$ cat src/rtl/configurable_mult_seq_pkg.sv
// Shared types and lane-geometry helpers for the lane-configurable sequential multiplier.
// Lanes are always counted in quarters of DATA_W, so every mode maps onto the same four slots.
package cfg_mult_pkg;

  typedef enum logic [1:0] {
    MODE_4X = 2'b00,
    MODE_2X = 2'b01,
    MODE_1X = 2'b10
  } mode_e;

  typedef enum logic [1:0] {
    ST_IDLE,
    ST_CALC,
    ST_DONE
  } state_e;

  function automatic mode_e decode_mode(logic [1:0] cm);
    case (cm)
      2'b00:   return MODE_4X;
      2'b01:   return MODE_2X;
      default: return MODE_1X;
    endcase
  endfunction

  function automatic int lane_width(mode_e mode, int data_w);
    case (mode)
      MODE_4X: return data_w / 4;
      MODE_2X: return data_w / 2;
      default: return data_w;
    endcase
  endfunction

  // Bit i kills the carry out of product quarter i into quarter i+1 when that is a lane edge.
  function automatic logic [2:0] lane_mask(mode_e mode, int data_w);
    logic [2:0] m;
    m = '0;
    for (int i = 0; i < 3; i++) begin
      m[i] = (((i + 1) * (data_w / 4)) % lane_width(mode, data_w)) == 0;
    end
    return m;
  endfunction

endpackage

$ cat src/rtl/configurable_mult_seq_if.sv
// Operand-issue and result handshake bundle of the configurable multiplier.
// The slave side is the multiplier; the master side is the issue logic plus result FIFO.
interface configurable_mult_seq_if #(
  parameter int DATA_W = 16
);
  logic                  in_valid_i;
  logic                  in_ready_o;
  logic [DATA_W-1:0]     multiplicand_i;
  logic [DATA_W-1:0]     multiplier_i;
  logic [1:0]            cm_i;
  logic                  signed_i;
  logic [2*DATA_W-1:0]   product_o;
  logic                  out_valid_o;
  logic                  out_ready_i;

  modport master (
    output in_valid_i, multiplicand_i, multiplier_i, cm_i, signed_i, out_ready_i,
    input  in_ready_o, product_o, out_valid_o
  );

  modport slave (
    input  in_valid_i, multiplicand_i, multiplier_i, cm_i, signed_i, out_ready_i,
    output in_ready_o, product_o, out_valid_o
  );
endinterface

$ cat src/rtl/configurable_mult_seq_partitioned_adder.sv
// 2*DATA_W adder built from four quarter adders; kill[i] blocks the carry from quarter i to i+1.
module partitioned_adder #(
  parameter int DATA_W = 16
) (
  input  logic [2*DATA_W-1:0] a,
  input  logic [2*DATA_W-1:0] b,
  input  logic [2:0]          kill,
  output logic [2*DATA_W-1:0] sum
);
  localparam int S = DATA_W / 2;

  logic [2:0] co;

  for (genvar q = 0; q < 4; q++) begin : g_q
    if (q == 0) begin : g_lo
      assign {co[0], sum[S-1:0]} = {1'b0, a[S-1:0]} + {1'b0, b[S-1:0]};
    end else if (q == 3) begin : g_hi
      assign sum[3*S +: S] = a[3*S +: S] + b[3*S +: S]
                           + {{(S-1){1'b0}}, co[2] & ~kill[2]};
    end else begin : g_mid
      assign {co[q], sum[q*S +: S]} = {1'b0, a[q*S +: S]} + {1'b0, b[q*S +: S]}
                                    + {{S{1'b0}}, co[q-1] & ~kill[q-1]};
    end
  end
endmodule

$ cat src/rtl/configurable_mult_seq.sv
// Lane-configurable sequential shift-add multiplier (1x DATA_W, 2x DATA_W/2 or 4x DATA_W/4).
// state   | meaning
// IDLE    | in_ready high, waiting for operands
// CALC    | one shift-add iteration per enabled cycle, L iterations total
// DONE    | out_valid high, product held until out_ready
module configurable_mult_seq
  import cfg_mult_pkg::*;
#(
  parameter int DATA_W = 16
) (
  input logic                    clk_i,
  input logic                    reset_ni,
  input logic                    enable_i,
  configurable_mult_seq_if.slave bus
);
  localparam int Q  = DATA_W / 4;
  localparam int S  = DATA_W / 2;
  localparam int PW = 2 * DATA_W;
  localparam int CW = $clog2(DATA_W);

  state_e            state;
  mode_e             mode;
  logic [3:0]        neg;
  logic [PW-1:0]     a_sh, acc, product_q;
  logic [DATA_W-1:0] b_sh;
  logic [CW-1:0]     counter;
  logic              in_ready_q, out_valid_q;

  mode_e             mode_in;
  logic [3:0]        sgn_a, sgn_b;
  logic [DATA_W-1:0] a_abs, b_abs;
  logic [PW-1:0]     a_wide, addend, inv, ones, acc_sum, neg_sum;
  logic [3:0]        q_sel, q_neg, q_base;
  logic [2:0]        kill;
  logic              last;

  assign mode_in = decode_mode(bus.cm_i);

  // Magnitudes are formed at accept; each |A| lane is placed at the low half of its 2L product slot.
  always_comb begin
    sgn_a  = '0;
    sgn_b  = '0;
    a_abs  = bus.multiplicand_i;
    b_abs  = bus.multiplier_i;
    a_wide = '0;
    case (mode_in)
      MODE_4X: for (int k = 0; k < 4; k++) begin
        sgn_a[k] = bus.signed_i & bus.multiplicand_i[k*Q+Q-1];
        sgn_b[k] = bus.signed_i & bus.multiplier_i[k*Q+Q-1];
        if (sgn_a[k]) a_abs[k*Q +: Q] = -bus.multiplicand_i[k*Q +: Q];
        if (sgn_b[k]) b_abs[k*Q +: Q] = -bus.multiplier_i[k*Q +: Q];
        a_wide[k*S +: Q] = a_abs[k*Q +: Q];
      end
      MODE_2X: for (int k = 0; k < 2; k++) begin
        sgn_a[k] = bus.signed_i & bus.multiplicand_i[k*S+S-1];
        sgn_b[k] = bus.signed_i & bus.multiplier_i[k*S+S-1];
        if (sgn_a[k]) a_abs[k*S +: S] = -bus.multiplicand_i[k*S +: S];
        if (sgn_b[k]) b_abs[k*S +: S] = -bus.multiplier_i[k*S +: S];
        a_wide[k*DATA_W +: S] = a_abs[k*S +: S];
      end
      default: begin
        sgn_a[0] = bus.signed_i & bus.multiplicand_i[DATA_W-1];
        sgn_b[0] = bus.signed_i & bus.multiplier_i[DATA_W-1];
        if (sgn_a[0]) a_abs = -bus.multiplicand_i;
        if (sgn_b[0]) b_abs = -bus.multiplier_i;
        a_wide[DATA_W-1:0] = a_abs;
      end
    endcase
  end

  // Map each product quarter to its lane: multiplier bit, sign, and whether it is the lane LSB.
  always_comb begin
    q_sel  = '0;
    q_neg  = '0;
    q_base = '0;
    for (int q = 0; q < 4; q++) begin
      case (mode)
        MODE_4X: begin
          q_sel[q]  = b_sh[q*Q];
          q_neg[q]  = neg[q];
          q_base[q] = 1'b1;
        end
        MODE_2X: begin
          q_sel[q]  = b_sh[(q/2)*S];
          q_neg[q]  = neg[q/2];
          q_base[q] = (q % 2) == 0;
        end
        default: begin
          q_sel[q]  = b_sh[0];
          q_neg[q]  = neg[0];
          q_base[q] = q == 0;
        end
      endcase
    end
  end

  always_comb begin
    addend = '0;
    inv    = '0;
    ones   = '0;
    for (int q = 0; q < 4; q++) begin
      addend[q*S +: S] = q_sel[q] ? a_sh[q*S +: S] : '0;
      inv[q*S +: S]    = {S{q_neg[q]}};
      ones[q*S +: S]   = {{(S-1){1'b0}}, q_base[q] & q_neg[q]};
    end
  end

  assign kill = lane_mask(mode, DATA_W);
  assign last = counter == CW'(lane_width(mode, DATA_W) - 1);

  partitioned_adder #(.DATA_W(DATA_W)) u_acc (
    .a    (acc),
    .b    (addend),
    .kill (kill),
    .sum  (acc_sum)
  );

  // Lane-wise two's complement of the final sum: invert negative lanes, add 1 at their LSB.
  partitioned_adder #(.DATA_W(DATA_W)) u_neg (
    .a    (acc_sum ^ inv),
    .b    (ones),
    .kill (kill),
    .sum  (neg_sum)
  );

  always_ff @(posedge clk_i or negedge reset_ni) begin
    if (!reset_ni) begin
      state       <= ST_IDLE;
      mode        <= MODE_4X;
      neg         <= '0;
      a_sh        <= '0;
      b_sh        <= '0;
      acc         <= '0;
      counter     <= '0;
      product_q   <= '0;
      in_ready_q  <= 1'b1;
      out_valid_q <= 1'b0;
    end else begin
      case (state)
        ST_IDLE: begin
          if (bus.in_valid_i) begin
            mode       <= mode_in;
            neg        <= sgn_a ^ sgn_b;
            a_sh       <= a_wide;
            b_sh       <= b_abs;
            acc        <= '0;
            counter    <= '0;
            in_ready_q <= 1'b0;
            state      <= ST_CALC;
          end
        end
        ST_CALC: begin
          if (enable_i) begin
            a_sh    <= a_sh << 1;
            b_sh    <= b_sh >> 1;
            acc     <= acc_sum;
            counter <= counter + CW'(1);
            if (last) begin
              product_q   <= neg_sum;
              out_valid_q <= 1'b1;
              state       <= ST_DONE;
            end
          end
        end
        ST_DONE: begin
          if (bus.out_ready_i) begin
            out_valid_q <= 1'b0;
            in_ready_q  <= 1'b1;
            state       <= ST_IDLE;
          end
        end
        default: state <= ST_IDLE;
      endcase
    end
  end

  assign bus.in_ready_o  = in_ready_q;
  assign bus.out_valid_o = out_valid_q;
  assign bus.product_o   = product_q;
endmodule

$ cat src/flat_wrapper.sv
// flat-port wrapper written by rule: the top's interface ports become plain ports
module configurable_mult_seq_flat import cfg_mult_pkg::*;
#(
  parameter int DATA_W = 16
)
  (clk_i, reset_ni, enable_i, bus_in_valid_i, bus_multiplicand_i, bus_multiplier_i, bus_cm_i, bus_signed_i, bus_out_ready_i, bus_in_ready_o, bus_product_o, bus_out_valid_o);
  configurable_mult_seq_if #(.DATA_W(DATA_W)) bus_i ();
  input logic clk_i;
  input logic reset_ni;
  input logic enable_i;
  input wire logic [$bits(bus_i.in_valid_i)-1:0] bus_in_valid_i;
  input wire logic [$bits(bus_i.multiplicand_i)-1:0] bus_multiplicand_i;
  input wire logic [$bits(bus_i.multiplier_i)-1:0] bus_multiplier_i;
  input wire logic [$bits(bus_i.cm_i)-1:0] bus_cm_i;
  input wire logic [$bits(bus_i.signed_i)-1:0] bus_signed_i;
  input wire logic [$bits(bus_i.out_ready_i)-1:0] bus_out_ready_i;
  output wire logic [$bits(bus_i.in_ready_o)-1:0] bus_in_ready_o;
  output wire logic [$bits(bus_i.product_o)-1:0] bus_product_o;
  output wire logic [$bits(bus_i.out_valid_o)-1:0] bus_out_valid_o;
  assign bus_i.in_valid_i = bus_in_valid_i;
  assign bus_i.multiplicand_i = bus_multiplicand_i;
  assign bus_i.multiplier_i = bus_multiplier_i;
  assign bus_i.cm_i = bus_cm_i;
  assign bus_i.signed_i = bus_signed_i;
  assign bus_i.out_ready_i = bus_out_ready_i;
  assign bus_in_ready_o = bus_i.in_ready_o;
  assign bus_product_o = bus_i.product_o;
  assign bus_out_valid_o = bus_i.out_valid_o;
  configurable_mult_seq #(.DATA_W(DATA_W)) u_core (.clk_i(clk_i), .reset_ni(reset_ni), .enable_i(enable_i), .bus(bus_i));
endmodule
$ cat config.mk
export PLATFORM = sky130hd
export DESIGN_NAME = configurable_mult_seq_flat
export DESIGN_NICKNAME = d
export VERILOG_FILES = /design/src/rtl/configurable_mult_seq_pkg.sv /design/src/rtl/configurable_mult_seq_if.sv /design/src/rtl/configurable_mult_seq_partitioned_adder.sv /design/src/rtl/configurable_mult_seq.sv /design/src/flat_wrapper.sv
export SDC_FILE = /design/constraint.sdc
export NUM_CORES = 1
export LEC_CHECK = 0
export CELL_PAD_IN_SITES_DETAIL_PLACEMENT = 0
export CELL_PAD_IN_SITES_GLOBAL_PLACEMENT = 2
export CORE_MARGIN = 4
export CORE_UTILIZATION = 39
export CTS_CLUSTER_DIAMETER = 60
export DETAILED_ROUTE_END_ITERATION = 10
export PLACE_DENSITY_LB_ADDON = 0.1
export SLEW_MARGIN = 30
export SYNTH_ARGS = -nofsm -noshare
export SYNTH_HDL_FRONTEND = slang
export SYNTH_SLANG_ARGS = --single-unit
$ cat constraint.sdc
create_clock -name clk_i -period 19.2 [get_ports clk_i]
set_input_delay 4.8 -clock clk_i [delete_from_list [all_inputs] [get_ports clk_i]]
set_output_delay 4.8 -clock clk_i [all_outputs]
set_load 0.005 [all_outputs]
==> impl_metrics.csv, run 1 <==
group,metric,value,unit
worst_setup_path,worstPathMaxFanout,12,
synthesis,ys_types,86,
sta,skew,0.01201,ns
synthesis,synth_edf_count,0,
synthesis,synth_commonest_cells,"nand2_1, dfrtp_1, o21ai_0",
placed_design,place_congestion,0.8425,
synthesis,syn-num-nets,1191,
power,peakVddDrop,0.05413,mV
sta,worstMarginPinSlew,0.8438,ns
worst_setup_path,slowest_stage,"dfrtp_1",
clocking,clockBufferDepth,2,
die,fp.dieH,160.7,µm
die,start_util,39.90,%
outcome,status,"complete, no violations",
sta,fmax,0.1264,GHz
sta,grt_setup_unrepaired,"no",
worst_setup_path,end_kind,"register",
power,leakagePower,4.579,nW
global_routing,grt_max_degree,59,
clocking,clock-sinks,126,
die,num_io_pins,74,
clocking,ctsRootBufferMaster,"clkbuf_16",
synthesis,ys.flop_type,"dfrtp_1",
drt,drt_iter0_drc,382,
clocking,cts_tree,"yes",
sta,min_period,7.911,ns
sta,final_max_slew_viol_count,0,
placed_design,placed_cells,1438,
final_layout,drive_above_1_share,6.655,%
clocking,path_clk_slew,0.06,ns
die,core_area,0.02278,mm²
sta,fin_crit_sh,41.21,%
sta,final.setup.tns,0,ns
clocking,cts_setup_buffers,0,
final_layout,instances_no_fill,1470,
final_layout,syn_to_final_growth,17.61,%
flow_run,maxCapViolations,0,
worst_setup_path,worst_ep_required_time,19.54,ns
worst_setup_path,worstSetupPathType,"register to register",
worst_setup_path,worstPathArrival,8.25,ns
synthesis,synth_seq_area_share,34.71,%
power,power_density,155.6,mW/mm²
final_layout,fin_nets,1237,
power,fin_total_pwr,1.663,mW
synthesis,async_flop_share,100.0,%
synthesis,avgSynthCellArea,8.278,µm²
synthesis,synth_top_cells_by_area,"dfrtp_1, ha_1, nand2_1",
drt,wire_per_inst,16.95,µm
synthesis,yosys_register_bits,126,
final_layout,utilization,46.93,%
drt,ant_nets,0,
sta,finalSetupViolations,0,
hold_path,min_path_type,"register to register",
drt,wl,24910,µm
global_routing,grt_pass1_wl,41710,µm
die,dieArea,0.02581,mm²
global_routing,grt_usage,19.80,%
worst_setup_path,critPathMostFrequentCell,"fa_1",
placed_design,port_buffers,73,
drt,vias,7803,
synthesis,yosysTopAreaCell,"dfrtp_1",
synthesis,ys_warn_count,0,
sta,hold_violations,0,
worst_setup_path,cpPeakStageDelay,0.52,ns
sta,max_slew_margin,43.34,%
die,rows,55,
global_routing,grt-ovfl-total,0,
clocking,numCtsBuffers,17,
die,fp.dieW,160.7,µm
clocking,clock_latency,0.42,ns
sta,fin_hold_ws,0.4756,ns
global_routing,grt_pass1_vias,7781,
worst_setup_path,start_kind,"register",
global_routing,antenna_found_initial,0,
synthesis,synth_most_common_cell,"nand2_1",
synthesis,syn_area,0.009089,mm²
final_layout,antennaDiodeCount,0,
drt,drc,0,
clocking,h-tree-depth,4,
drt,viasPerCell,5.308,
synthesis,syn_inst,1098,
clocking,post_cts_resized,0,
clocking,hold_buffers,0,
synthesis,synth_top_area_share,34.42,%
drt,first_pass_iters,6,
placed_design,dpl.hpwl,18000,µm
metrics by stage:
step / cell area (µm²) / setup WS (ns)
after floorplan: 9089 / 12.05
after global routing: 10690 / 10.41
after global placement: 10090 / 11.38
after detailed placement: 10090 / 11.23
after CTS: 10690 / 11.21
final: 10690 / 11.29
cells in the final DEF (no fill, tap or decap), types with 16 or more instances in the layout:
cell type        synthesis  routed
and2_1                  18      18
ha_1                    43      43
a22o_1                  20      20
xnor2_1                 55      55
a21oi_1                 94      94
nor2b_1                 17      17
inv_1                   45      45
nand3_1                 16      16
nand2_1                141     140
clkdlybuf4s50_1          0      72
o21ai_1                 24      25
clkbuf_16                0      17
nor3_1                  25      25
mux2i_1                 16      16
o21ai_0                105     104
nor2_1                  90      88
xor2_1                  28      28
dfrtp_1                125     125
power breakdown:
group,internal (mW),leakage (nW),total (mW),switching (mW)
sequential,0.373,1.61,0.459,0.0863
combinational,0.373,2.69,0.871,0.498
clock,0.205,0.276,0.333,0.128
sequential cells by signal (all words and copies together), names as in the netlist, 2 cells and up:
name,cells
u_core.a_sh,32
u_core.mode,2
u_core.counter,4
u_core.state,2
u_core.neg,4
u_core.acc,32
u_core.bus.product_o,32
u_core.b_sh,16
area by class of cell:
cell class	instances	area [µm²]
sequential	126	3154
fill	2302	12090
clock inverter	13	167.7
multi-input combinational	867	5540
tap	313	391.6
clock buffer	19	432.9
timing repair buffer	87	833.3
inverter	45	168.9
worst paths after layout:
| path | start | endpoint | slack [ns] | cells after the start |
|---|---|---|---|---|
| max reg2reg | u_core.b_sh[0] | u_core.bus.product_o[31] | 11.29 | 35 |
| max in group asynchronous | reset_ni | u_core.a_sh[22] | 13.17 | 3 |
| max | u_core.b_sh[0] | u_core.bus.product_o[31] | 11.29 | 35 |
| min in group asynchronous | reset_ni | u_core.bus.product_o[2] | 4.32 | 1 |
| min reg2reg | u_core.bus.product_o[28] | u_core.bus.product_o[28] | 0.48 | 2 |
| min | u_core.bus.product_o[28] | u_core.bus.product_o[28] | 0.48 | 2 |
metal layers:
| layer | GRT usage (%) | part of all wire, % | vias to the layer above |
|---|---|---|---|
| li1 | - | - | 3963 |
| met1 | 28.00 | 50 | 3674 |
| met2 | 31.93 | 46 | 150 |
| met3 | 3.310 | 3.4 | 16 |
| met4 | 4.458 | 1.1 | 0 |
| met5 | 0 | 0 | - |
worst max-delay path: cells and delay by family (launching register included):
family,cells,cell delay (ns)
compound gates,13,2.11
fa+ha+maj,8,2.89
flops,1,0.52
simple gates,10,1.65
xor+xnor,2,0.53
buf+inv,2,0.12
logic make-up (layout without fill, tap and decap cells):
| group | Yosys count | count (layout) | share of synthesized area (%) |
|---|---|---|---|
| buf+inv | 105 | 164 | 4.529 |
| flops | 126 | 126 | 34.71 |
| simple gates | 376 | 376 | 19.73 |
| xor+xnor | 84 | 84 | 8.177 |
| fa+ha+maj | 53 | 53 | 8.122 |
| compound gates | 336 | 336 | 22.73 |
| mux | 18 | 18 | 2.010 |
Note: power is estimated with default switching activity, not from simulation.
==> inputs of run 2 (changes only) <==
--- a/config.mk
+++ b/config.mk
@@ -8,7 +8,7 @@
 export CELL_PAD_IN_SITES_DETAIL_PLACEMENT = 0
 export CELL_PAD_IN_SITES_GLOBAL_PLACEMENT = 2
 export CORE_MARGIN = 4
-export CORE_UTILIZATION = 39
+export CORE_UTILIZATION = 33
 export CTS_CLUSTER_DIAMETER = 60
 export DETAILED_ROUTE_END_ITERATION = 10
 export PLACE_DENSITY_LB_ADDON = 0.1
==> constraint.sdc (replaced) <==
create_clock -name clk_i -period 7.2 [get_ports clk_i]
set_input_delay 1.8 -clock clk_i [delete_from_list [all_inputs] [get_ports clk_i]]
set_output_delay 1.8 -clock clk_i [all_outputs]
set_load 0.005 [all_outputs]
==> impl_metrics.csv, run 2 (same netlist as run 1, synthesis figures left out) <==
group,metric,value,unit
drt,wl,27190,µm
hold_path,min_path_cells,2,
drt,ant_nets,0,
final_layout,fin_nets,1286,
worst_setup_path,cpPeakStageDelay,0.41,ns
worst_setup_path,r2r-start,"u_core.a_sh[0]",
global_routing,grt_max_degree,84,
worst_setup_path,critPathMostFrequentCell,"fa_2",
power,leakagePower,4.853,nW
worst_setup_path,r2r_cells,37,
clocking,cts_tree,"yes",
global_routing,antenna_found_initial,0,
worst_setup_path,r2r_slack,0.37,ns
worst_setup_path,end_kind,"register",
worst_setup_path,start_kind,"register",
worst_setup_path,worstPathMaxFanout,4,
drt,drc,0,
drt,first_pass_iters,4,
worst_setup_path,worst_ep_required_time,7.48,ns
final_layout,fill_cells,2769,
placed_design,dpl_cell_area,0.01045,mm²
power,peakVddDrop,0.1939,mV
power,power_density,418.3,mW/mm²
die,rows,60,
flow_run,maxCapViolations,0,
clocking,clock-sinks,126,
final_layout,final_cell_mix,"nand2_1, dfrtp_1, o21ai_0",
die,fp.dieW,174.0,µm
clocking,numCtsBuffers,17,
sta,skew,0.01488,ns
hold_path,min_from,"u_core.bus.product_o[25]",
die,num_io_pins,74,
worst_setup_path,worstSetupPathType,"register to register",
sta,hold_violations,0,
final_layout,antennaDiodeCount,0,
global_routing,grt_usage,18.05,%
placed_design,port_buffers,73,
global_routing,grt_pass1_wl,44430,µm
sta,worstMarginPinSlew,0.9529,ns
drt,vias,8024,
drt,viasPerCell,5.187,
worst_setup_path,r2r-end,"u_core.bus.product_o[29]",
outcome,status,"complete, no violations",
final_layout,fin_area,0.01123,mm²
placed_design,place_congestion,0.8221,
hold_path,min_path_type,"register to register",
sta,max_slew_margin,36.32,%
final_layout,drive_above_1_share,13.18,%
worst_setup_path,slowest_stage,"fa_2",
sta,fin_crit_sh,94.91,%
global_routing,grt_pass1_vias,8095,
global_routing,grt-ovfl-total,0,
sta,fmax,0.1463,GHz
sta,fin_hold_ws,0.4723,ns
clocking,ctsRootBufferMaster,"clkbuf_16",
clocking,clock_latency,0.42,ns
die,start_util,33.63,%
placed_design,dpl.hpwl,19760,µm
die,core_area,0.02703,mm²
worst_setup_path,worstPathArrival,7.11,ns
drt,drt_iter0_drc,397,
sta,finalSetupViolations,0,
clocking,clockBufferDepth,2,
final_layout,layout_commonest_cell,"nand2_1",
die,fp.dieH,174.0,µm
clocking,h-tree-depth,4,
drt,wire_per_inst,17.58,µm
sta,final_max_slew_viol_count,0,
final_layout,syn_to_final_growth,23.61,%
clocking,path_clk_slew,0.06,ns
die,dieArea,0.03026,mm²
hold_path,whs_endpoint,"u_core.bus.product_o[25]",
sta,min_period,6.833,ns
==> run 2: cell count changes in the layout (fill, tap and decap cells not counted), sizes merged <==
cell    previous run  this run
buf               15        64
bufinv             3         2
clkinv             4         5
==> run 2: worst max-delay path by stage <==
stage	to	depth (start not counted)	startpoint	slack, ns
global route	u_core.bus.product_o[31]	36	u_core.a_sh[0]	-0.04
detailed placement	u_core.bus.product_o[30]	36	u_core.a_sh[0]	-0.26
finish	u_core.bus.product_o[29]	37	u_core.a_sh[0]	0.37
CTS	u_core.bus.product_o[31]	36	u_core.a_sh[0]	0.05
global placement	u_core.bus.product_o[28]	33	u_core.a_sh[0]	-0.15
floorplan	u_core.bus.product_o[31]	36	u_core.b_sh[0]	0.05
==> run 2: final cells by class <==
type	count	area, µm²	share of cell area [%]
multi-input combinational	867	5704	50.77
sequential	126	3154	28.08
timing repair buffer	136	1205	10.73
clock buffer	19	432.9	3.853
tap	341	426.7	3.798
inverter	45	168.9	1.504
clock inverter	13	142.6	1.270
==> run 2: report_power, final <==
part           switching, mW  total [mW]  internal, mW
logic                   1.46        2.63          1.17
registers              0.215        1.21         0.994
clock network          0.352       0.862         0.511
total                   2.02        4.70          2.68
==> run 2: worst max-delay path, delay by kind of cell, from the launching register on <==
family	cells	cell delay (ns)
adder cells (fa/ha/maj)	8	2.60
AO/OA/AOI/OAI	15	2.06
XOR/XNOR	2	0.29
buffers and inverters	4	0.38
flip-flops	1	0.35
AND/OR/NAND/NOR	8	1.01
==> run 2: layer usage <==
metal  wire (µm)  up-vias  GRT usage [%]
li1            -     4068              -
met1       13160     3802          24.27
met2       12740      130          30.29
met3         819       24          2.675
met4         469        0          5.246
met5           0        -              0
==> run 2: per-stage QoR <==
step | setup WS [ns] | std cells | power (mW) | utilization [%] | TNS, ns
6_report | 0.3667 | 1547 | 4.700 | 41.57 | 0
4_1_cts | 0.05194 | 1543 | 4.711 | 41.00 | 0
2_1_floorplan | 0.05157 | 1098 | 2.865 | - | 0
3_3_place_gp | -0.1503 | 1508 | 3.777 | 38.63 | -0.4930
3_5_place_dp | -0.2619 | 1508 | 3.798 | 38.65 | -1.125
5_1_grt | -0.04317 | 1547 | 5.126 | 41.57 | -0.1090
==> run 2: repair_timing <==
item / CTS / global route
endpoints found under the hold margin: 0 / 0
endpoints found under the setup margin: 6 / 6
pin swaps: 3 / 15
hold buffers: 0 / 0
gates resized for setup: 13 / 27
setup buffers: 3 / 4
==> inputs of run 3 (changes only) <==
--- a/config.mk
+++ b/config.mk
@@ -11,7 +11,7 @@
 export CORE_UTILIZATION = 33
 export CTS_CLUSTER_DIAMETER = 60
 export DETAILED_ROUTE_END_ITERATION = 10
-export PLACE_DENSITY_LB_ADDON = 0.1
+export PLACE_DENSITY = 0.84
 export SLEW_MARGIN = 30
 export SYNTH_ARGS = -nofsm -noshare
 export SYNTH_HDL_FRONTEND = slang
==> impl_metrics.csv, run 3 (same netlist as run 1, synthesis figures left out) <==
group,metric,value,unit
global_routing,grt_pass1_wl,41420,µm
outcome,status,"complete, no violations",
global_routing,antenna_found_initial,0,
final_layout,antennaDiodeCount,0,
global_routing,grt_max_degree,73,
global_routing,grt-ovfl-total,0,
worst_setup_path,end_kind,"register",
clocking,clockBufferDepth,2,
drt,first_pass_iters,5,
drt,drt_iter0_drc,432,
final_layout,instances_no_fill,1534,
die,core_area,0.02703,mm²
drt,wire_per_inst,16.63,µm
final_layout,seq_area,0.003154,mm²
drt,ant_nets,0,
sta,grt_setup_unrepaired,"yes",
die,dieArea,0.03026,mm²
placed_design,dpl_cell_area,0.01036,mm²
clocking,clock_latency,0.43,ns
sta,hold_violations,0,
final_layout,syn_to_final_growth,22.67,%
sta,fmax,0.1470,GHz
clocking,clock-sinks,126,
sta,final_max_slew_viol_count,0,
sta,worstMarginPinSlew,0.8991,ns
worst_setup_path,start_kind,"register",
drt,drc,0,
die,fp.dieH,174.0,µm
worst_setup_path,slowest_stage,"fa_2",
placed_design,place_congestion,0.8140,
worst_setup_path,critical-path-top-delay-family,"adder cells",
power,leakagePower,4.826,nW
placed_design,placed_cells,1497,
sta,fin_crit_sh,94.51,%
clocking,h-tree-depth,4,
die,fp.dieW,174.0,µm
clocking,numCtsBuffers,17,
final_layout,multi_input_area,0.005650,mm²
sta,min_period,6.805,ns
die,rows,60,
hold_path,min_path_type,"register to register",
final_layout,layout_commonest_cell,"nand2_1",
drt,vias,8081,
final_layout,drive_above_1_share,11.48,%
worst_setup_path,worst_ep_required_time,7.49,ns
drt,viasPerCell,5.268,
flow_run,maxCapViolations,0,
placed_design,port_buffers,73,
die,start_util,33.63,%
worst_setup_path,worstPathArrival,7.10,ns
sta,skew,0.01056,ns
sta,finalSetupViolations,0,
global_routing,grt_usage,16.68,%
final_layout,fin_area,0.01115,mm²
final_layout,fin_nets,1273,
global_routing,grt_pass1_vias,7797,
placed_design,dpl.hpwl,18420,µm
power,peakVddDrop,0.2033,mV
sta,max_slew_margin,39.92,%
clocking,ctsRootBufferMaster,"clkbuf_16",
worst_setup_path,worstSetupPathType,"register to register",
drt,wl,25500,µm
clocking,path_clk_slew,0.06,ns
worst_setup_path,worstPathMaxFanout,5,
final_layout,final_cell_mix,"nand2_1, dfrtp_1, o21ai_0",
worst_setup_path,cpPeakStageDelay,0.42,ns
clocking,cts_tree,"yes",
worst_setup_path,crit_buf_inv,4,
final_layout,fill_cells,2738,
power,power_density,421.7,mW/mm²
worst_setup_path,critPathMostFrequentCell,"fa_2",
die,num_io_pins,74,
==> run 3: final cells by class <==
| type | instances | area share (%) |
|---|---|---|
| multi-input combinational | 867 | 50.68 |
| clock inverter | 13 | 1.695 |
| timing repair buffer | 123 | 10.11 |
| inverter | 45 | 1.515 |
| clock buffer | 19 | 3.883 |
| tap | 341 | 3.827 |
| sequential | 126 | 28.29 |
==> run 3: worst paths after layout <==
| kind | slack (ns) | cells after the start | startpoint | to |
|---|---|---|---|---|
| setup / recovery | 0.40 | 35 | u_core.b_sh[0] | u_core.bus.product_o[30] |
| hold / removal | 0.47 | 2 | u_core.bus.product_o[17] | u_core.bus.product_o[17] |
| setup reg to reg | 0.40 | 35 | u_core.b_sh[0] | u_core.bus.product_o[30] |
| hold reg to reg | 0.47 | 2 | u_core.bus.product_o[17] | u_core.bus.product_o[17] |
| max in group asynchronous | 4.57 | 2 | reset_ni | u_core.a_sh[11] |
| min in group asynchronous | 1.40 | 1 | reset_ni | u_core.bus.product_o[4] |
==> run 3: layer usage <==
metal  global-route usage [%]  vias up  wire length (µm)
li1                         -     4034                 -
met1                    23.79     3861             12770
met2                    26.47      163             11410
met3                    2.740       23               987
met4                    4.223        0               335
met5                        0        -                 0
==> run 3: worst reg2reg max path, delay by kind of cell (launching register included) <==
kind | cells | cell delay (ns)
fa+ha+maj | 8 | 2.59
compound gates | 13 | 1.88
simple gates | 8 | 1.01
buf+inv | 4 | 0.46
xor+xnor | 2 | 0.39
flops | 1 | 0.35
==> run 3: report_power, final <==
part	internal (mW)	total, mW	leakage (nW)	switching (mW)
registers	0.995	1.20	1.61	0.203
logic	1.14	2.58	2.93	1.44
clock network	0.581	0.924	0.286	0.343
total	2.71	4.70	4.83	1.99
==> run 3: repair_timing <==
| item | CTS | global route |
|---|---|---|
| gates resized for setup | 6 | 22 |
| pin swaps | 3 | 10 |
| setup buffers | 1 | 3 |
| cloned | 0 | 0 |
| hold endpoints to repair | 0 | 0 |
| setup endpoints to repair | 6 | 9 |
| hold buffers | 0 | 0 |
==> run 3: through the flow <==
stage	TNS, ns	total power [mW]	hold WS [ns]	setup slack [ns]	utilization (%)
after floorplan	0	2.865	0.4447	0.05157	-
after global placement	-0.1710	3.692	0.4587	-0.08956	38.31
after detailed placement	-0.7388	3.724	0.4611	-0.2304	38.32
after CTS	0	4.679	0.4756	0.009099	40.73
after global routing	-0.09301	5.090	0.4982	-0.04719	41.25
final	0	4.702	0.4687	0.3953	41.25
